==> src/rtl/mult_pkg.sv <==
// Shared types for the sequential multiplier.
//   mult_state_t : controller states (IDLE, RUN, DONE)
//   booth_op_t   : accumulator operation chosen for one step
//   boothDecode  : maps mode and the low multiplier bits to an accumulator operation
package mult_pkg;

  typedef enum logic [1:0] {IDLE, RUN, DONE} mult_state_t;

  typedef enum logic [1:0] {OP_NONE, OP_ADD, OP_SUB} booth_op_t;

  // Unsigned mode adds M whenever the retiring bit is 1. Signed mode uses radix-2
  // Booth recoding on the pair {Q[0], Qm1}: 01 adds M, 10 subtracts M.
  function automatic booth_op_t boothDecode(input logic signedMode,
                                            input logic q0,
                                            input logic qm1);
    booth_op_t op;
    op = OP_NONE;
    if (!signedMode) begin
      if (q0) op = OP_ADD;
    end else begin
      case ({q0, qm1})
        2'b01:   op = OP_ADD;
        2'b10:   op = OP_SUB;
        default: op = OP_NONE;
      endcase
    end
    return op;
  endfunction

endpackage

==> src/rtl/mult_datapath.sv <==
// Register/arithmetic half of the sequential multiplier.
// Holds M, A, Q, the carry/sign bit C, the Booth history bit Qm1 and the latched mode.
// Ports:
//   clock_i         rising-edge clock
//   reset_i         synchronous active-high reset, clears every register
//   load_i          latch operands and mode, clear A/C/Qm1
//   step_i          perform one combined add/subtract + right shift
//   signed_mode_i   mode to latch on load (0 unsigned, 1 signed Booth)
//   multiplicand_i  operand M
//   multiplier_i    operand Q
//   product_o       {A,Q}
module mult_datapath
  import mult_pkg::*;
#(
  parameter int N = 4
) (
  input  logic           clock_i,
  input  logic           reset_i,
  input  logic           load_i,
  input  logic           step_i,
  input  logic           signed_mode_i,
  input  logic [N-1:0]   multiplicand_i,
  input  logic [N-1:0]   multiplier_i,
  output logic [2*N-1:0] product_o
);

  logic [N-1:0] m_q, a_q, q_q;
  logic         c_q, qm1_q, signedMode_q;

  logic [N-1:0] a_d, q_d;
  logic         c_d, qm1_d;
  logic [N:0]   aExt, mExt, sum;
  booth_op_t    op;

  // One step of the algorithm. The accumulator is widened to N+1 bits (zero
  // extension when unsigned, sign extension when signed) so neither mode can
  // overflow, even for M = -2^(N-1). After the add the whole {C,A,Q} chain moves
  // right by one; in unsigned mode a 0 enters at the top, in signed mode the sign
  // (sum[N]) is kept. Either way the new A is sum[N:1], so only C differs.
  always_comb begin
    op    = boothDecode(signedMode_q, q_q[0], qm1_q);
    aExt  = signedMode_q ? {a_q[N-1], a_q} : {1'b0, a_q};
    mExt  = signedMode_q ? {m_q[N-1], m_q} : {1'b0, m_q};
    sum   = aExt;
    case (op)
      OP_ADD:  sum = aExt + mExt;
      OP_SUB:  sum = aExt - mExt;
      default: sum = aExt;
    endcase
    c_d   = signedMode_q ? sum[N] : 1'b0;
    a_d   = sum[N:1];
    q_d   = {sum[0], q_q[N-1:1]};
    qm1_d = q_q[0];
  end

  // Register bank: reset clears everything, load starts a fresh operation,
  // step retires one multiplier bit. Outside load/step the registers hold,
  // which keeps the product stable after completion.
  always_ff @(posedge clock_i) begin
    if (reset_i) begin
      m_q          <= '0;
      a_q          <= '0;
      q_q          <= '0;
      c_q          <= 1'b0;
      qm1_q        <= 1'b0;
      signedMode_q <= 1'b0;
    end else if (load_i) begin
      m_q          <= multiplicand_i;
      a_q          <= '0;
      q_q          <= multiplier_i;
      c_q          <= 1'b0;
      qm1_q        <= 1'b0;
      signedMode_q <= signed_mode_i;
    end else if (step_i) begin
      a_q          <= a_d;
      q_q          <= q_d;
      c_q          <= c_d;
      qm1_q        <= qm1_d;
    end
  end

  assign product_o = {a_q, q_q};

  logic unusedC;
  assign unusedC = c_q;

endmodule

==> src/rtl/seq_multiplier.sv <==
// Sequential N x N multiplier, one multiplier bit per clock, unsigned shift-add
// or signed radix-2 Booth chosen per operation.
// Ports:
//   clock         rising-edge clock
//   reset         synchronous active-high reset
//   start         request an operation (honoured in IDLE or DONE only)
//   signed_mode   0 unsigned, 1 signed; latched with the operands
//   multiplicand  operand M
//   multiplier    operand Q
//   busy          high while an operation is stepping
//   done          one-cycle completion pulse
//   product       2N-bit result {A,Q}, valid from done until the next accepted start
module seq_multiplier
  import mult_pkg::*;
#(
  parameter int N = 4
) (
  input  logic           clock,
  input  logic           reset,
  input  logic           start,
  input  logic           signed_mode,
  input  logic [N-1:0]   multiplicand,
  input  logic [N-1:0]   multiplier,
  output logic           busy,
  output logic           done,
  output logic [2*N-1:0] product
);

  localparam int CW = $clog2(N + 1);

  mult_state_t   state_q;
  logic [CW-1:0] count_q;
  logic          busy_q, done_q;
  logic          accept, step;

  // A start is only taken when the unit is not stepping; DONE accepts directly
  // so back-to-back operations skip IDLE.
  assign accept = start && ((state_q == IDLE) || (state_q == DONE));
  assign step   = (state_q == RUN);

  // Controller: counts N steps, then raises done for one cycle. busy and done
  // are registered alongside the state so they track it exactly.
  always_ff @(posedge clock) begin
    if (reset) begin
      state_q <= IDLE;
      count_q <= '0;
      busy_q  <= 1'b0;
      done_q  <= 1'b0;
    end else begin
      case (state_q)
        IDLE: begin
          if (start) begin
            state_q <= RUN;
            count_q <= CW'(N);
            busy_q  <= 1'b1;
          end
        end
        RUN: begin
          count_q <= count_q - CW'(1);
          if (count_q == CW'(1)) begin
            state_q <= DONE;
            busy_q  <= 1'b0;
            done_q  <= 1'b1;
          end
        end
        DONE: begin
          done_q <= 1'b0;
          if (start) begin
            state_q <= RUN;
            count_q <= CW'(N);
            busy_q  <= 1'b1;
          end else begin
            state_q <= IDLE;
          end
        end
        default: begin
          state_q <= IDLE;
          busy_q  <= 1'b0;
          done_q  <= 1'b0;
        end
      endcase
    end
  end

  mult_datapath #(.N(N)) datapath (
    .clock_i        (clock),
    .reset_i        (reset),
    .load_i         (accept),
    .step_i         (step),
    .signed_mode_i  (signed_mode),
    .multiplicand_i (multiplicand),
    .multiplier_i   (multiplier),
    .product_o      (product)
  );

  assign busy = busy_q;
  assign done = done_q;

endmodule

==> config.mk <==
export PLATFORM = sky130hd
export DESIGN_NAME = seq_multiplier
export DESIGN_NICKNAME = d
export VERILOG_FILES = /design/src/rtl/mult_pkg.sv /design/src/rtl/mult_datapath.sv /design/src/rtl/seq_multiplier.sv
export SDC_FILE = /design/constraint.sdc
export NUM_CORES = 1
export LEC_CHECK = 0
export CAP_MARGIN = 40
export CORE_MARGIN = 3
export CORE_UTILIZATION = 45
export DETAILED_ROUTE_END_ITERATION = 8
export DONT_BUFFER_PORTS = 1
export SLEW_MARGIN = 0
export SYNTH_ARGS = -nofsm -noshare
export SYNTH_HDL_FRONTEND = slang
export SYNTH_SLANG_ARGS = --single-unit
==> constraint.sdc <==
create_clock -name clock -period 3.2 [get_ports clock]
set_input_delay 0.96 -clock clock [delete_from_list [all_inputs] [get_ports clock]]
set_output_delay 0.96 -clock clock [all_outputs]
set_load 0.02 [all_outputs]
==> results.toml <==
[yosys]
netlist_top_cells_area = "dfxtp_1 (37%), ha_1 (8.8%), a21oi_1 (7.5%), nand2_1 (7.3%), nor2_1 (4.9%)"
yosysMostFrequentCell = "nand2_1"
synthFlopType = "dfxtp_1"
ys_seq_area_share_pct = 36.9
synth_top_area_share_pct = 36.9
synthTopCellsByCount = "nand2_1 (22), dfxtp_1 (21), a21oi_1 (17)"
synth_edf_count = 0
yosys_register_bits = 21
synthArstFlopShare_pct = 0
synthCells = 142
syn_nets = 163
yosys.area.top_type = "dfxtp_1"
syn-cell-area_sq_um = 1140
yosysWarnings = 0
synth.distinct_cells = 27
postSynthAreaPerCell_sq_um = 8.02

[die]
die_h_um = 56.3
core_sq_um = 2300
die_w_um = 56.3
start_util_pct = 49.6
row_count = 17
die_area_sq_um = 3170
ios = 22

[global_routing]
grt_max_degree = 18
grt_pass1_wl_mm = 3.73
grt_usage_pct = 14.7
grt_overflow = 0
grt_pass1_vias = 877
antenna_found_initial = 0

[timing]
fin_skew_ns = 0.00634
drv_slew = 0
period_needed_ns = 2.75
tightest_slew_ns = 0.717
final-setup-viol-count = 0
hold_viol_final = 0
finalCritPeriodShare_pct = 86.1
hold_ws_ns = 0.486
slew_headroom_pct = 52.1
rsz0062_at_grt = "false"
fmax_ghz = 0.363
fin_tns_setup_ns = 0

[routing]
post_drt_wl_per_cell_um = 13.2
drtIter0Drc = 18
vias_per_cell = 5.46
first_pass_iters = 4
route.vias.total = 929
antenna_left = 0
wl_mm = 2.24
drc_errors = 0

[worst_hold_path]
hp-class = "flip-flop to flip-flop"

[layout]
areaGrowthSynthToFinish_pct = 4.62
seq_area_sq_um = 420
layout-drive-gt1-share_pct = 7.04
nNetsFinal = 164
utilization_pct = 51.9
multi_input_area_sq_um = 664
finalNonFillerCells = 170
diodes = 0
fillerInstances = 258

[flow_run]
cap_viol_max_count = 0

[setup_path]
required_ns = 3.41
worstSetupEndpointType = "flip-flop"
cp.arrival_ns = 2.96
worstSetupStartpointType = "flip-flop"
path_class = "flip-flop to flip-flop"
critPathMaxFanout = 5

[cts]
ctsLongestPathBuffers = 2
cts_setup_buffers = 0
clk_pin_slew_worst_paths_ns = 0.13
clk_latency_ns = 0.30
htree_num_levels = 1
cts_tree = "yes"
cts_root_buf = "clkbuf_4"
ctsHoldBuffers = 0
cts.sinks = 21
cts-resized-gates = 0
cts_buffers = 3

[power]
p_leak_nw = 0.433
power.density_nw_per_um2 = 468
p_total_mw = 0.558
ir_drop_uv = 281

[placement]
dp.cells = 166
port_buffers = 0
dpl.hpwl_mm = 1.72
gp_congestion = 0.736

[status]
status = "finished clean"
-- metrics by stage --
step	area (sq um)	worst slack, ns
3_3_place_gp	1160	0.574
2_1_floorplan	1140	0.547
5_1_grt	1190	0.250
4_1_cts	1190	0.429
3_5_place_dp	1160	0.465
6_report	1190	0.445
-- worst max-delay path, stage by stage (launching register included) --
cell and delay [ns]:
dfxtp_1 0.44, mux2i_1 0.21, ha_1 0.27, mux2_2 0.39, fa_1 0.43, nand2b_1 0.16
a21oi_1 0.19, xnor2_1 0.11, nor3_2 0.11, mux2_2 0.34
-- routing by layer --
layer  share of wire [%]  wire (um)  global-route usage, %  up-vias
met5                   0          0                      0        -
met4                0.76         17                   2.03        0
met3                 3.2         72                   5.29        2
met2                  50       1120                   26.0       15
met1                  46       1030                   17.3      428
li1                    -          -                      -      484
-- final timing paths --
kind	from	to	slack (ns)	depth (start not counted)
worst max-delay path	datapath.signedMode_q	datapath.a_q[3]	0.45	9
worst min-delay path	datapath.qm1_q	datapath.qm1_q	0.49	2
worst min register to register	datapath.qm1_q	datapath.qm1_q	0.49	2
worst max register to register	datapath.signedMode_q	datapath.a_q[3]	0.45	9
-- where the power goes --
| group | internal [mW] | switching [mW] |
|---|---|---|
| Clock | 0.0475 | 0.0861 |
| Combinational | 0.0555 | 0.0670 |
| Sequential | 0.277 | 0.0240 |
| Total | 0.380 | 0.177 |
-- state kept, by name (all words and copies together) (netlist names) --
name                   flops
state_q                    2
datapath.signedMode_q      1
count_q                    3
datapath.m_q               4
done                       1
datapath.a_q               4
busy                       1
datapath.qm1_q             1
datapath.q_q               4
-- layout make-up --
type | count | area share [%]
multi-input cells | 108 | 55.8
repair buffers | 2 | 1.26
clock inverters | 1 | 0.630
flip-flops and latches | 21 | 35.3
well taps | 28 | 2.94
clock buffers | 3 | 1.89
inverters | 7 | 2.21
-- cell usage in the layout, fill, tap and decap left out, types with 4 or more instances in the layout --
cell type  count
ha_1           8
o21ai_0        4
nand2b_1       6
nor2_1        15
nand2_1       22
nor2b_1        7
a22oi_1        4
nor3_1         5
xnor2_1        5
inv_1          7
a21oi_1       17
dfxtp_1       21
-- logic make-up after synthesis --
kind of cell / after synthesis / share of synthesized area, %
AND/OR/NAND/NOR: 58 / 23.7
buffers and inverters: 13 / 4.73
multiplexers: 3 / 2.86
flip-flops: 21 / 36.9
XOR/XNOR: 6 / 4.62
adder cells (fa/ha/maj): 9 / 10.5
AO/OA/AOI/OAI: 32 / 16.6
No activity file was read; power rests on OpenSTA's default activity.
